## src/rtl/inst_mem_loader.sv

```systemverilog
// Byte-stream program loader: assembles little-endian words from a framed
// stream, writes them to instruction memory and holds the core in reset meanwhile.
module inst_mem_loader #(
    parameter int ADDR_WIDTH = 8,
    parameter int BASE_ADDR  = 0
) (
    input  logic                  Clock_in,
    input  logic                  Reset_in,
    input  logic                  Load_Start_in,
    input  logic [7:0]            Byte_Data_in,
    input  logic                  Byte_Valid_in,
    output logic                  Byte_Ready_out,
    output logic [ADDR_WIDTH-1:0] Mem_Addr_out,
    output logic [31:0]           Mem_Data_out,
    output logic                  Mem_WE_out,
    output logic                  Core_Reset_out,
    output logic                  Done_out,
    output logic                  Error_out
);

    localparam logic [2:0] S_IDLE   = 3'd0;
    localparam logic [2:0] S_HDR_LO = 3'd1;
    localparam logic [2:0] S_HDR_HI = 3'd2;
    localparam logic [2:0] S_BYTES  = 3'd3;
    localparam logic [2:0] S_WRITE  = 3'd4;
    localparam logic [2:0] S_DONE   = 3'd5;

    localparam logic [ADDR_WIDTH:0] BASE = (ADDR_WIDTH+1)'(BASE_ADDR);

    logic [2:0]          state;
    logic [2:0]          state_nxt;
    logic                xfer;
    logic                start_ok;
    logic [7:0]          cnt_lo;
    logic [15:0]         hdr_count;
    logic [15:0]         remaining;
    logic [1:0]          byte_idx;
    logic [31:0]         word_buf;
    logic [31:0]         word_full;
    logic [ADDR_WIDTH:0] addr;
    logic                addr_ovf;

    assign xfer      = Byte_Valid_in & Byte_Ready_out;
    assign start_ok  = Load_Start_in & ((state == S_IDLE) | (state == S_DONE));
    assign hdr_count = {Byte_Data_in, cnt_lo};
    assign word_full = {Byte_Data_in, word_buf[23:0]};
    // The top address bit marks a write past the end of memory.
    assign addr_ovf  = addr[ADDR_WIDTH];

    always_comb begin
        state_nxt = state;
        unique case (state)
            S_IDLE:   if (Load_Start_in) state_nxt = S_HDR_LO;
            S_HDR_LO: if (xfer) state_nxt = S_HDR_HI;
            S_HDR_HI: begin
                if (xfer) begin
                    state_nxt = (hdr_count == 16'd0) ? S_DONE : S_BYTES;
                end
            end
            S_BYTES:  if (xfer && byte_idx == 2'd3) state_nxt = S_WRITE;
            S_WRITE:  state_nxt = (remaining == 16'd1) ? S_DONE : S_BYTES;
            S_DONE:   if (Load_Start_in) state_nxt = S_HDR_LO;
            default:  state_nxt = S_IDLE;
        endcase
    end

    always_ff @(posedge Clock_in or posedge Reset_in) begin
        if (Reset_in) begin
            state          <= S_IDLE;
            Byte_Ready_out <= 1'b0;
            Mem_WE_out     <= 1'b0;
            Mem_Addr_out   <= '0;
            Mem_Data_out   <= '0;
            Core_Reset_out <= 1'b1;
            Done_out       <= 1'b0;
            Error_out      <= 1'b0;
            cnt_lo         <= '0;
            remaining      <= '0;
            byte_idx       <= '0;
            word_buf       <= '0;
            addr           <= '0;
        end else begin
            state          <= state_nxt;
            Byte_Ready_out <= (state_nxt == S_HDR_LO) |
                              (state_nxt == S_HDR_HI) |
                              (state_nxt == S_BYTES);
            Core_Reset_out <= (state_nxt != S_DONE);
            Done_out       <= (state_nxt == S_DONE);
            Mem_WE_out     <= 1'b0;

            if (start_ok) begin
                Error_out <= 1'b0;
                byte_idx  <= '0;
            end

            if (state == S_HDR_LO && xfer) begin
                cnt_lo <= Byte_Data_in;
            end

            if (state == S_HDR_HI && xfer) begin
                remaining <= hdr_count;
                addr      <= BASE;
                byte_idx  <= '0;
            end

            if (state == S_BYTES && xfer) begin
                word_buf[byte_idx*8 +: 8] <= Byte_Data_in;
                byte_idx                  <= byte_idx + 2'd1;
                if (byte_idx == 2'd3) begin
                    if (addr_ovf) begin
                        Error_out <= 1'b1;
                    end else begin
                        Mem_WE_out   <= 1'b1;
                        Mem_Addr_out <= addr[ADDR_WIDTH-1:0];
                        Mem_Data_out <= word_full;
                    end
                end
            end

            if (state == S_WRITE) begin
                remaining <= remaining - 16'd1;
                // Saturate once past the top so later words also count as overflow.
                if (!addr_ovf) addr <= addr + 1'b1;
            end
        end
    end

endmodule

```

## config.mk

```make
export PLATFORM = sky130hd
export DESIGN_NAME = inst_mem_loader
export DESIGN_NICKNAME = d
export VERILOG_FILES = /design/src/rtl/inst_mem_loader.sv
export SDC_FILE = /design/constraint.sdc
export NUM_CORES = 1
export LEC_CHECK = 0
export CAP_MARGIN = 10
export CELL_PAD_IN_SITES_DETAIL_PLACEMENT = 0
export CELL_PAD_IN_SITES_GLOBAL_PLACEMENT = 2
export CORE_MARGIN = 8
export CORE_UTILIZATION = 31
export DETAILED_ROUTE_END_ITERATION = 8
export GPL_ROUTABILITY_DRIVEN = 0
export PLACE_DENSITY_LB_ADDON = 0.1
export RECOVER_POWER = 100
export SLEW_MARGIN = 25
export SYNTH_ARGS = -nofsm -noshare
export SYNTH_HDL_FRONTEND = slang
export SYNTH_SLANG_ARGS = --single-unit
```

## constraint.sdc

```tcl
create_clock -name Clock_in -period 4.5 [get_ports Clock_in]
set_input_delay 0.9 -clock Clock_in [delete_from_list [all_inputs] [get_ports Clock_in]]
set_output_delay 0.9 -clock Clock_in [all_outputs]
set_load 0.1 [all_outputs]
```

==> impl_metrics.json <==
{
  "die_w_um": 140,
  "finalSetupTns_ns": 0,
  "areaGrowthSynthToFinish_pct": 21.4,
  "drv_cap": 0,
  "muxShareOfSynthArea_pct": 11.7,
  "fin_nets": 487,
  "ant_nets": 0,
  "synth_compound_area_share_pct": 10.2,
  "swShare_pct": 48.2,
  "port_buffers": 56,
  "crit_fanout": 1,
  "clock.fmax_mhz": 337,
  "fin_util_pct": 38.4,
  "synth_top_family_by_area": "simple AND/OR/NAND/NOR gates",
  "p_int_mw": 2.38,
  "worst_skew_pair.late_latency_ns": 0.35,
  "synthXorXnorAreaFrac_pct": 0.549,
  "p_clk_share_pct": 19.0,
  "ctsResizeCount": 0,
  "clock_sinks": 107,
  "syn_area_um2": 4790,
  "grt_pass1_wl_um": 18800,
  "top_layer": "met5",
  "fin_crit_sh_pct": 65.9,
  "die_area_um2": 19700,
  "root_buffer": "clkbuf_16",
  "ys_types": 63,
  "die_y_um": 140,
  "final_area_um2": 5810,
  "crit_type": "reg2out",
  "ir_drop_uv": 371,
  "setup_violations": 0,
  "synthArstFlopShare_pct": 100,
  "critPathLaunchType": "flip-flop",
  "comb_power_share_pct": 45.8,
  "clk_pin_slew_ns": 0.07,
  "worst_pin_slew_ns": 1.26,
  "synthSimpleGateAreaFrac_pct": 16.5,
  "wl_per_cell_um": 17.4,
  "slew_viol_final": 0,
  "wl_um": 11500,
  "drive_gt1_share_pct": 16.3,
  "slowest_delay_ns": 1.20,
  "cp.arrival_ns": 2.07,
  "slew_headroom_pct": 16.0,
  "path_cells": "dlygate4sd3_1",
  "drc": 0,
  "power.leakage_nw": 2.64,
  "synth-adder-area-share_pct": 2.09,
  "yosysWarningCount": 0,
  "ios": 57,
  "overflow": 0,
  "dr_wl_met2_um": 5180,
  "slowest_stage": "dlygate4sd3_1",
  "crit_buf_inv": 1,
  "num_vias": 3320,
  "synth_fp_nets": 430,
  "numCtsBuffers": 9,
  "holdWs_ns": 0.480,
  "syn_inst": 410,
  "hold_viol_final": 0,
  "cts_tree": "built",
  "cts_max_path_buffers": 2,
  "crit_path_end_kind": "output pin",
  "grtUsageTotal_pct": 12.1,
  "cts-hold-fix-buffers": 0,
  "drt_pre_antenna_iters": 4,
  "via_per_inst": 5.03,
  "seq_area_frac_synth_pct": 55.9,
  "core-area_um2": 15100,
  "drt_iter0_drc": 182,
  "h-tree-depth": 3,
  "antenna_cells": 0,
  "p_seq_share_pct": 35.3,
  "required_ns": 3.60,
  "start_util_pct": 31.6,
  "rsz0062_at_grt": "false",
  "syn_avg_cell_area_um2": 11.7,
  "synth_seq_cells": 107,
  "switchingPower_mw": 2.21,
  "mostFrequentLayoutCell": "dfrtp_1",
  "synthFlopType": "dfrtp_1",
  "grt_pass1_vias": 3306,
  "critical_path.top_delay_family": "buffers and inverters",
  "powerDensity_nw_per_um2": 790,
  "grt_max_degree": 77,
  "status": "finished, final reports clean",
  "wl_met3_um": 480,
  "synth_edf_count": 0,
  "hold_path.class": "reg2reg",
  "fin_crit_ns": 2.97,
  "final_cell_mix": "dfrtp_1 (106), nand2_1 (67), mux2_2 (49)",
  "placed_area_um2": 5510,
  "clock-skew-final_ns": 0.00527,
  "row_count": 45,
  "cts_setup_buffers": 0,
  "dpl.hpwl_um": 7860,
  "met1_length_um": 5610,
  "antenna_found_initial": 1
}
## sequential cells by signal, indices dropped and copies added, names as in the netlist
| signal | cells |
|---|---|
| remaining | 16 |
| Core_Reset_out | 1 |
| Byte_Ready_out | 1 |
| Error_out | 1 |
| Mem_Addr_out | 8 |
| Done_out | 1 |
| addr | 9 |
| word_buf | 24 |
| state | 3 |
| cnt_lo | 8 |
| byte_idx | 2 |
| Mem_WE_out | 1 |
| Mem_Data_out | 32 |
## Yosys cell counts, drive strengths merged, types with 4 or more instances
| cell | count | area (µm²) |
|---|---|---|
| dfrtp | 106 | 2650 |
| nand2 | 67 | 251 |
| mux2 | 49 | 552 |
| o21ai | 27 | 135 |
| nor2 | 18 | 70.1 |
| nand3 | 12 | 60.1 |
| buf | 11 | 91.3 |
| inv | 11 | 41.3 |
| ha | 8 | 100 |
| nor3 | 7 | 40.0 |
| nor4 | 7 | 65.1 |
| o211ai | 7 | 52.6 |
| o311ai | 7 | 61.3 |
| a211oi | 5 | 37.5 |
| nor3b | 5 | 42.5 |
| o31ai | 5 | 37.5 |
| nand4 | 4 | 31.3 |
## stage by stage
| stage | setup WS [ns] | cells | total power, mW |
|---|---|---|---|
| 4_1_cts | 1.57 | 660 | 4.72 |
| 3_5_place_dp | 1.40 | 644 | 3.84 |
| 5_1_grt | 1.36 | 660 | 4.85 |
| 6_report | 1.53 | 660 | 4.59 |
| 3_3_place_gp | 1.46 | 644 | 3.82 |
| 2_1_floorplan | 0.784 | 410 | 3.29 |
## cells by family (layout without fill, tap and decap cells)
group | after synthesis | count (layout)
adder cells (fa/ha/maj) | 8 | 8
multiplexers | 50 | 50
XOR/XNOR | 3 | 3
AO/OA/AOI/OAI | 71 | 71
flip-flops | 107 | 107
AND/OR/NAND/NOR | 146 | 146
buffers and inverters | 25 | 87
## final timing paths
check                          startpoint          endpoint  slack [ns]  depth (start not counted)
max                        Core_Reset_out    Core_Reset_out        1.53                          1
min                           word_buf[0]       word_buf[0]        0.48                          2
max reg2reg                      state[0]     remaining[13]        1.79                          5
min reg2reg                   word_buf[0]       word_buf[0]        0.48                          2
max in group asynchronous        Reset_in  Mem_Data_out[12]        1.74                          3
min in group asynchronous        Reset_in  Mem_Data_out[22]        1.16                          2
## layer usage
layer	track usage, %	vias up
li1	-	1608
met1	16.4	1639
met2	18.4	57
met3	2.55	14
met4	5.31	2
met5	0	-
## power groups by stage
stage                     Clock [mW]  Sequential (mW)  Combinational, mW
after floorplan                    0             2.60              0.695
after global placement             0             1.65               2.17
after detailed placement           0             1.66               2.18
after CTS                      0.898             1.64               2.19
after global routing           0.939             1.69               2.22
final                          0.871             1.62               2.10
## area by class of cell
class | instances | area (µm²)
clock buffer | 9 | 225
clock inverter | 7 | 100
fill | 1481 | 9330
inverter | 11 | 46.3
multi-input combinational | 278 | 1950
sequential | 107 | 2680
tap | 188 | 235
timing repair buffer | 60 | 579
Power figures use the tool's default switching activity.
